<file path="src/rtl/pixel_write_queue_pkg.sv">
// Shared screen geometry, framebuffer sizing and FSM state encoding for the
// pixel write queue.
package pixel_write_queue_pkg;

  localparam int unsigned SCR_WIDTH       = 160;
  localparam int unsigned SCR_HEIGHT      = 120;
  localparam int unsigned SCR_WIDTH_BITS  = 8;
  localparam int unsigned SCR_HEIGHT_BITS = 7;
  localparam int unsigned COLOR_SIZE      = 3;
  localparam int unsigned FB_ADDR_BITS    = 15;
  localparam int unsigned FIFO_DEPTH      = 8;

  typedef enum logic {
    RUN   = 1'b0,
    CLEAR = 1'b1
  } wq_state_e;

endpackage

</file>
<file path="src/rtl/pixel_write_queue_fifo.sv">
// Synchronous FIFO holding packed {x, y, colour} pixel requests; head is
// presented combinationally on rdata_o.
module pixel_fifo #(
  parameter int unsigned WIDTH = 18,
  parameter int unsigned DEPTH = 8,
  parameter int unsigned CW    = $clog2(DEPTH) + 1
) (
  input  logic             Clck,
  input  logic             Reset,
  input  logic             push_i,
  input  logic             pop_i,
  input  logic [WIDTH-1:0] wdata_i,
  output logic [WIDTH-1:0] rdata_o,
  output logic             full_o,
  output logic             empty_o,
  output logic [CW-1:0]    count_o
);

  localparam int unsigned PW = $clog2(DEPTH);

  logic [WIDTH-1:0] mem_q [DEPTH];
  logic [PW-1:0]    wr_ptr_q, rd_ptr_q;
  logic [CW-1:0]    count_q;
  logic             do_push, do_pop;

  assign full_o  = (count_q == CW'(DEPTH));
  assign empty_o = (count_q == '0);
  assign count_o = count_q;
  assign rdata_o = mem_q[rd_ptr_q];

  assign do_push = push_i & ~full_o;
  assign do_pop  = pop_i & ~empty_o;

  always_ff @(posedge Clck) begin
    if (do_push) mem_q[wr_ptr_q] <= wdata_i;
  end

  always_ff @(posedge Clck or negedge Reset) begin
    if (!Reset) begin
      wr_ptr_q <= '0;
      rd_ptr_q <= '0;
      count_q  <= '0;
    end else begin
      if (do_push) wr_ptr_q <= wr_ptr_q + PW'(1);
      if (do_pop)  rd_ptr_q <= rd_ptr_q + PW'(1);
      count_q <= count_q + CW'(do_push) - CW'(do_pop);
    end
  end

endmodule

</file>
<file path="src/rtl/pixel_write_queue.sv">
// Captures painter pixel requests into a FIFO and drains them to the video
// memory write port as linear addresses; also runs a full-screen clear.
module pixel_write_queue #(
  parameter int unsigned SCR_WIDTH  = pixel_write_queue_pkg::SCR_WIDTH,
  parameter int unsigned SCR_HEIGHT = pixel_write_queue_pkg::SCR_HEIGHT,
  parameter int unsigned X_BITS     = pixel_write_queue_pkg::SCR_WIDTH_BITS,
  parameter int unsigned Y_BITS     = pixel_write_queue_pkg::SCR_HEIGHT_BITS,
  parameter int unsigned COLOR_SIZE = pixel_write_queue_pkg::COLOR_SIZE,
  parameter int unsigned ADDR_BITS  = pixel_write_queue_pkg::FB_ADDR_BITS,
  parameter int unsigned DEPTH      = pixel_write_queue_pkg::FIFO_DEPTH
) (
  input  logic                  Clck,
  input  logic                  Reset,
  input  logic [X_BITS-1:0]     paint_x_co,
  input  logic [Y_BITS-1:0]     paint_y_co,
  input  logic [COLOR_SIZE-1:0] color,
  input  logic                  print_enable,
  input  logic                  clear_req,
  input  logic [COLOR_SIZE-1:0] clear_color,
  input  logic                  mem_busy,
  output logic [ADDR_BITS-1:0]  mem_addr,
  output logic [COLOR_SIZE-1:0] mem_data,
  output logic                  mem_we,
  output logic                  busy,
  output logic                  overflow,
  output logic                  out_of_range
);
  import pixel_write_queue_pkg::*;

  localparam int unsigned W  = X_BITS + Y_BITS + COLOR_SIZE;
  localparam int unsigned CW = $clog2(DEPTH) + 1;
  localparam logic [X_BITS:0]    X_LIM    = (X_BITS + 1)'(SCR_WIDTH);
  localparam logic [Y_BITS:0]    Y_LIM    = (Y_BITS + 1)'(SCR_HEIGHT);
  localparam logic [ADDR_BITS-1:0] CLR_LAST = ADDR_BITS'(SCR_WIDTH * SCR_HEIGHT - 1);

  wq_state_e             state_q, state_d;
  logic                  pe_q;
  logic [ADDR_BITS-1:0]  clr_addr_q;
  logic [COLOR_SIZE-1:0] clr_color_q;
  logic [ADDR_BITS-1:0]  mem_addr_q;
  logic [COLOR_SIZE-1:0] mem_data_q;
  logic                  mem_we_q, busy_q, overflow_q, oor_q;

  logic                  rise, in_range, push, pop, full, empty;
  logic [W-1:0]          head;
  logic [X_BITS-1:0]     head_x;
  logic [Y_BITS-1:0]     head_y;
  logic [COLOR_SIZE-1:0] head_c;
  logic [ADDR_BITS-1:0]  head_addr;
  logic [CW-1:0]         count, count_d;

  assign rise     = print_enable & ~pe_q;
  assign in_range = ({1'b0, paint_x_co} < X_LIM) && ({1'b0, paint_y_co} < Y_LIM);
  // Range is judged first so an out-of-range request never counts as overflow.
  assign push     = rise & in_range & ~full;
  assign pop      = (state_q == RUN) & ~empty & ~mem_busy;

  pixel_fifo #(.WIDTH(W), .DEPTH(DEPTH), .CW(CW)) u_fifo (
    .Clck    (Clck),
    .Reset   (Reset),
    .push_i  (push),
    .pop_i   (pop),
    .wdata_i ({paint_x_co, paint_y_co, color}),
    .rdata_o (head),
    .full_o  (full),
    .empty_o (empty),
    .count_o (count)
  );

  assign {head_x, head_y, head_c} = head;
  assign head_addr = ADDR_BITS'(head_y) * ADDR_BITS'(SCR_WIDTH) + ADDR_BITS'(head_x);
  assign count_d   = count + CW'(push) - CW'(pop);

  always_comb begin
    state_d = state_q;
    case (state_q)
      RUN:   if (clear_req) state_d = CLEAR;
      CLEAR: if (!mem_busy && clr_addr_q == CLR_LAST) state_d = RUN;
      default: state_d = RUN;
    endcase
  end

  always_ff @(posedge Clck or negedge Reset) begin
    if (!Reset) begin
      state_q     <= RUN;
      pe_q        <= 1'b0;
      clr_addr_q  <= '0;
      clr_color_q <= '0;
      mem_addr_q  <= '0;
      mem_data_q  <= '0;
      mem_we_q    <= 1'b0;
      busy_q      <= 1'b0;
      overflow_q  <= 1'b0;
      oor_q       <= 1'b0;
    end else begin
      state_q  <= state_d;
      pe_q     <= print_enable;
      busy_q   <= (state_d == CLEAR) || (count_d != '0);
      mem_we_q <= 1'b0;
      if (rise && !in_range)        oor_q      <= 1'b1;
      if (rise && in_range && full) overflow_q <= 1'b1;
      case (state_q)
        RUN: begin
          if (pop) begin
            mem_addr_q <= head_addr;
            mem_data_q <= head_c;
            mem_we_q   <= 1'b1;
          end
          if (clear_req) begin
            clr_addr_q  <= '0;
            clr_color_q <= clear_color;
          end
        end
        CLEAR: begin
          if (!mem_busy) begin
            mem_addr_q <= clr_addr_q;
            mem_data_q <= clr_color_q;
            mem_we_q   <= 1'b1;
            clr_addr_q <= clr_addr_q + ADDR_BITS'(1);
          end
        end
        default: ;
      endcase
    end
  end

  assign mem_addr     = mem_addr_q;
  assign mem_data     = mem_data_q;
  assign mem_we       = mem_we_q;
  assign busy         = busy_q;
  assign overflow     = overflow_q;
  assign out_of_range = oor_q;

endmodule

</file>
<file path="config.mk">
export PLATFORM = sky130hd
export DESIGN_NAME = pixel_write_queue
export DESIGN_NICKNAME = d
export VERILOG_FILES = /design/src/rtl/pixel_write_queue_pkg.sv /design/src/rtl/pixel_write_queue_fifo.sv /design/src/rtl/pixel_write_queue.sv
export SDC_FILE = /design/constraint.sdc
export NUM_CORES = 1
export LEC_CHECK = 0
export CELL_PAD_IN_SITES_DETAIL_PLACEMENT = 2
export CELL_PAD_IN_SITES_GLOBAL_PLACEMENT = 2
export CORE_UTILIZATION = 40
export DETAILED_ROUTE_END_ITERATION = 12
export PLACE_DENSITY = 0.73
export SETUP_SLACK_MARGIN = 0.02
export SLEW_MARGIN = 20
export SYNTH_ARGS = -nofsm -noshare
export SYNTH_HDL_FRONTEND = slang
export SYNTH_HIERARCHICAL = 1
export SYNTH_SLANG_ARGS = --single-unit
</file>
<file path="constraint.sdc">
create_clock -name Clck -period 3.35 [get_ports Clck]
set_input_delay 0.5025 -clock Clck [delete_from_list [all_inputs] [get_ports Clck]]
set_output_delay 0.5025 -clock Clck [all_outputs]
set_load 0.005 [all_outputs]
</file>
[After elaboration in Yosys (flattened, before gate mapping)]
Memories as Yosys holds them, arrays and structs flattened.
Index checks and enable logic that the tools add are counted.
Word-level totals
  word-level logic and storage cells: 72
  bits in writable memories: 144
  memories kept: 1
  input bits: 26
  flip-flop bits (word level): 52
  output and inout port bits: 22
Memory list
  u_fifo.mem_q: depth 8, width 18, rd ports 1, clocked after Yosys merged registers in 0, wr ports 1, line pixel_write_queue_fifo.sv:21  | logic [WIDTH-1:0] mem_q [DEPTH];
Operators by class
  add/sub/neg operators: 8
  bitwise operators: 12
  magnitude comparators: 2
  reduce and logical (&&, ||, !) cells: 13
  mux-type cells: 17
  multipliers: 1
  equality and inequality tests: 5
Operators by type and width (number)
  two-way mux 15 bit: 4
  one-hot mux 15 bit (2 select lines): 2
  adder 15 x 1 -> 15 bit (second input constant): 1
  adder 15 x 8 -> 15 bit: 1
  equality test 15 bit (second input constant): 1
  multiplier 7 x 3 -> 10 bit (second input constant): 1
  adder 4 x 1 -> 4 bit: 2
  less-than comparator 8 bit (second input constant): 1
  subtractor 4 x 1 -> 4 bit: 2
  AND 1 bit: 7
  less-than comparator 7 bit (second input constant): 1
  adder 3 x 1 -> 3 bit (second input constant): 2
  two-way mux 1 bit: 6
  two-way mux 3 bit: 2
  inequality test 2 bit (second input constant): 3
  one-hot mux 3 bit (2 select lines): 1
  AND reduction 2 bit: 3
  logical AND 1 bit: 5
  inverter 1 bit: 5
  equality test 4 bit (second input constant): 1
  logical NOT 4 bit: 1
  one-hot mux 1 bit (2 select lines): 2
  nonzero test 4 bit: 1
  logical NOT 1 bit: 2
  logical OR 1 bit: 1

[Depth between registers and ports, before layout]
  word-level depth: 8
  mapped depth: 14
  mapped depth without buffers: 13

[Hierarchy]
The synthesis kept the hierarchy.
Modules (own cells, without submodules)
  pixel_fifo: cells each 265, seq. area each 4574.4 um^2, times used 1, area each 6097.1 um^2
  pixel_write_queue: cells each 262, seq. area each 1051.0 um^2, times used 1, area each 2532.4 um^2

[Worst setup path before layout]
Ideal clock, no wire load.
  kind: input -> register
  start point: input port paint_x_co[6]
  end point: memory u_fifo.mem_q[0][0] (enable)
  required time: 2.911 ns
  setup time: 0.439 ns
  buffers on the path: 0
  cell stages on the path: 6
  arrival: 3.121 ns
  path slack: -0.210 ns
  path through: o21ai_0 nand2_1 nor3b_1 nor2b_1 nand2_2 nor4_1
Between the ends
  cells in the longest elaborated chain, start to end: 7
Ends and longest elaborated chain
  start: declaration: line pixel_write_queue.sv:14  | input logic [X_BITS-1:0] paint_x_co,
  less-than comparator 8 bit: line pixel_write_queue.sv:53  | assign in_range = ({1'b0, paint_x_co} < X_LIM) && ({1'b0, paint_y_co} < Y_LIM);
  logical AND 1 bit: line pixel_write_queue.sv:53
  AND 1 bit (2 in a row): line pixel_write_queue.sv:55  | assign push = rise & in_range & ~full;
  via push: line pixel_write_queue.sv:44  | logic rise, in_range, push, pop, full, empty;
  AND 1 bit: line pixel_write_queue_fifo.sv:31  | assign do_push = push_i & ~full_o;
  two-way mux 1 bit: line pixel_write_queue_fifo.sv:35  | if (do_push) mem_q[wr_ptr_q] <= wdata_i;
  two-way mux 1 bit (not written as such): line pixel_write_queue_fifo.sv:35
  end: declaration: line pixel_write_queue_fifo.sv:21
The timed path passes the listed nets, and every way through them passes these cells.

[Worst setup path after layout]
  start point: register u_fifo.rd_ptr_q[0]
  end point: register mem_addr_q[14], in the netlist mem_addr[14]
Between the ends
  cells in the longest elaborated chain, start to end: 5
Ends and longest elaborated chain
  start: declaration: line pixel_write_queue_fifo.sv:22  | logic [PW-1:0] wr_ptr_q, rd_ptr_q;
  start signal: assignment: line pixel_write_queue_fifo.sv:45  | if (do_pop) rd_ptr_q <= rd_ptr_q + PW'(1);
  memory (8 x 18 bit)
  via head[5]: line pixel_write_queue.sv:45  | logic [W-1:0] head;
  multiplier 7 x 3 -> 10 bit: line pixel_write_queue.sv:71  | assign head_addr = ADDR_BITS'(head_y) * ADDR_BITS'(SCR_WIDTH) + ADDR_BITS'(head_x);
  adder 15 x 8 -> 15 bit: line pixel_write_queue.sv:71
  two-way mux 15 bit: line pixel_write_queue.sv:104  | if (pop) begin
  one-hot mux 15 bit (2 select lines): line pixel_write_queue.sv:102  | case (state_q)
  end signal: assignment: line pixel_write_queue.sv:105  | mem_addr_q <= head_addr;
  end signal: assignment: line pixel_write_queue.sv:116  | mem_addr_q <= clr_addr_q;
  end: declaration: line pixel_write_queue.sv:40  | logic [ADDR_BITS-1:0] mem_addr_q;
The timed path passes the listed nets, and every way through them passes these cells. The select of a mux whose other input is x is not followed.
A chain may end at the register's enable or synchronous reset.

==> impl_metrics.env <==
export IMPL_report_final_slew_viol_count=0
export IMPL_grt_total_usage_pct=22.4
export IMPL_worstSetupStartpoint="u_fifo/rd_ptr_q[0]"
export IMPL_start_util_pct=40.9
export IMPL_core_um2=21100
export IMPL_most_common_layout_cells="144 x edfxtp_1, 51 x dfrtp_1, 46 x clkdlybuf4s50_1, 36 x buf_4, 29 x nand2_1"
export IMPL_setup_viol=2
export IMPL_timing_hold_ws_ns=0.118
export IMPL_holdBufCountCts=0
export IMPL_yosys_register_bits=196
export IMPL_io_buffers=47
export IMPL_cts_root_buf="clkbuf_16"
export IMPL_r2r_start="u_fifo/rd_ptr_q[0]"
export IMPL_setup_worst_path_class="register to register"
export IMPL_die_x_um=149
export IMPL_fin_skew_ns=0.0165
export IMPL_total_power_uw=7460
export IMPL_crit_chain="buf_6 > mux4_2 > mux2_4 > ha_4 > ha_1 > a211oi_2 > o21bai_1 > a21oi_1 > xnor2_1 > nand3_1 > a31oi_1"
export IMPL_clk_pin_slew_ns=0.08
export IMPL_place_congestion=0.781
export IMPL_dr_pass1_iters=4
export IMPL_io_pins=48
export IMPL_reg2reg_to="mem_addr[14]"
export IMPL_rsz0062_at_grt="true"
export IMPL_postSynthCellCount=527
export IMPL_crit_buf_inv=1
export IMPL_final_common_cell="edfxtp_1"
export IMPL_synth_edf_count=144
export IMPL_crit_path_top_delay_cell="mux4_2"
export IMPL_rr_worst_depth=11
export IMPL_syn_num_nets=583
export IMPL_netlist_area_leader_share_pct=50.1
export IMPL_cp_required_ns=3.71
export IMPL_synthesis_area_um2=8630
export IMPL_fin_crit_ns=3.39
export IMPL_crit_path_max_incr_delay_ns=0.52
export IMPL_status="finished, violations left"
export IMPL_finalNetCount=683
export IMPL_grt_pass1_wl_mm=35.3
export IMPL_ys_types=47
export IMPL_antenna_found_initial=0
export IMPL_use_met3_pct=3.67
export IMPL_syn_to_final_growth_pct=24.2
export IMPL_hold_violations=0
export IMPL_synth_seq_area_share_pct=65.2
export IMPL_chipHeight_um=149
export IMPL_drive_gt1_share_pct=26.9
export IMPL_cp_max_fo=6
export IMPL_gr_usage_met1_pct=27.6
export IMPL_vias=4876
export IMPL_critPathTopFamily="compound AO/OA/AOI/OAI gates"
export IMPL_p_per_area_nw_per_um2=696
export IMPL_wl_mm=23.6
export IMPL_placedCellCount=870
export IMPL_htreeDepth=4
export IMPL_cts_sinks=196
export IMPL_rows=53
export IMPL_grt_ovfl_total=0
export IMPL_crit_path_end_kind="register"
export IMPL_dp_hpwl_mm=15.1
export IMPL_grt_use_met2_pct=40.3
export IMPL_grt_pass1_vias=5611
export IMPL_cp_start_kind="register"
export IMPL_synthArstFlopShare_pct=26.5
export IMPL_min_path_type="input port to async pin"
export IMPL_grt_max_degree=32
export IMPL_irDropWorstVdd_mv=0.369
export IMPL_dieArea_um2=22200
export IMPL_slew_headroom_pct=50.3
export IMPL_maxCapViolations=0
export IMPL_yosysTopAreaCell="edfxtp_1"
export IMPL_yosys_warnings=6
export IMPL_synthFlopType="edfxtp_1"
export IMPL_crit_arrival_ns=3.75
export IMPL_setup_ws_ns=-0.0425
export IMPL_max_freq_mhz=295
export IMPL_avgSynthCellArea_um2=16.4
export IMPL_cts_buffers=17
export IMPL_period_share_pct=101
export IMPL_rrSetupSlack_ns=-0.04
export IMPL_num_antenna_cells=0
export IMPL_final_cells=915
export IMPL_drt_initial_drc_count=225
export IMPL_ant_nets=0
export IMPL_busiest_layer="met2"
export IMPL_leakage_uw=0.00400
export IMPL_clk_latency_ns=0.45
export IMPL_clockBufferDepth=2
export IMPL_routed_via_density=5.33
export IMPL_violations="negative setup slack"
export IMPL_drc=0
export IMPL_worst_pin_slew_ns=0.745
export IMPL_avgRoutedWirePerCell_um=25.8
export IMPL_synthTopCellsByArea="edfxtp_1 50%, dfrtp_1 15%, mux4_1 7.9%"
export IMPL_cts_tree="yes"
sequential cells by signal (all words and copies together) (netlist names):
name / cells
u_fifo/mem_q: 144
mem_we: 1
u_fifo/count_o: 4
mem_addr: 15
mem_data: 3
pe_q: 1
clr_color_q: 3
u_fifo/wr_ptr_q: 3
clr_addr_q: 15
state_q: 1
u_fifo/rd_ptr_q: 3
busy: 1
overflow: 1
out_of_range: 1
power by group:
group	internal, uW	total [uW]	switching (uW)
sequential	2840	3070	233
clock	1150	2180	1030
combinational	1150	2200	1050
total	5150	7460	2310
metrics by stage:
stage / utilization (%) / TNS, ns / worst slack, ns / cell area, um2
floorplan: - / 0 / 0.0281 / 8650
global placement: 46.4 / -0.000779 / -0.000779 / 9790
detailed placement: 46.4 / -0.857 / -0.233 / 9790
CTS: 50.3 / 0 / 0.0200 / 10600
global route: 50.8 / -0.455 / -0.237 / 10700
finish: 50.8 / -0.0637 / -0.0425 / 10700
cells by family (layout without fill, tap and decap cells):
group,Yosys count,in the layout,share of synthesized area (%)
AO/OA/AOI/OAI,52,52,3.52
XOR/XNOR,32,32,3.25
adder cells (fa/ha/maj),30,30,4.70
buffers and inverters,44,157,2.35
flip-flops,196,196,65.2
multiplexers,70,70,14.8
AND/OR/NAND/NOR,103,103,6.19
layer usage:
metal	vias up	part of all wire, %
met5	-	0
met2	96	54
li1	2188	-
met3	33	2.7
met1	2559	41
met4	0	2.3
final cells by class:
cell class	count	area, um2
Clock buffer	17	425
Clock inverter	15	209
Fill cell	1915	10400
Inverter	26	100
Multi-Input combinational cell	287	3010
Sequential cell	196	5630
Tap cell	275	344
Timing Repair Buffer	99	1010
synth_stat cells (9+ instances only):
master / number
a21oi_1: 10
clkbuf_1: 9
dfrtp_1: 52
edfxtp_1: 144
ha_1: 26
inv_1: 25
mux2_2: 23
mux2i_1: 11
mux4_1: 26
mux4_2: 10
nand2_1: 29
nor2_1: 27
o21ai_0: 25
xnor2_1: 16
xor2_1: 16
worst max-delay path by stage:
stage	slack, ns	cells past startpoint	end
final	-0.04	11	mem_addr[14]
after floorplan	0.03	14	mem_addr[13]
after detailed placement	-0.23	11	mem_addr[14]
after global routing	-0.24	11	mem_addr[14]
after global placement	-0.0008	12	mem_addr[13]
after CTS	0.02	12	mem_addr[12]
timing repair:
item	in CTS	in global routing
resized for setup	26	26
setup buffers	9	4
pin swaps	8	13
gates cloned	0	0
endpoints found under the setup margin	6	7
Power figures use the tool's default switching activity.
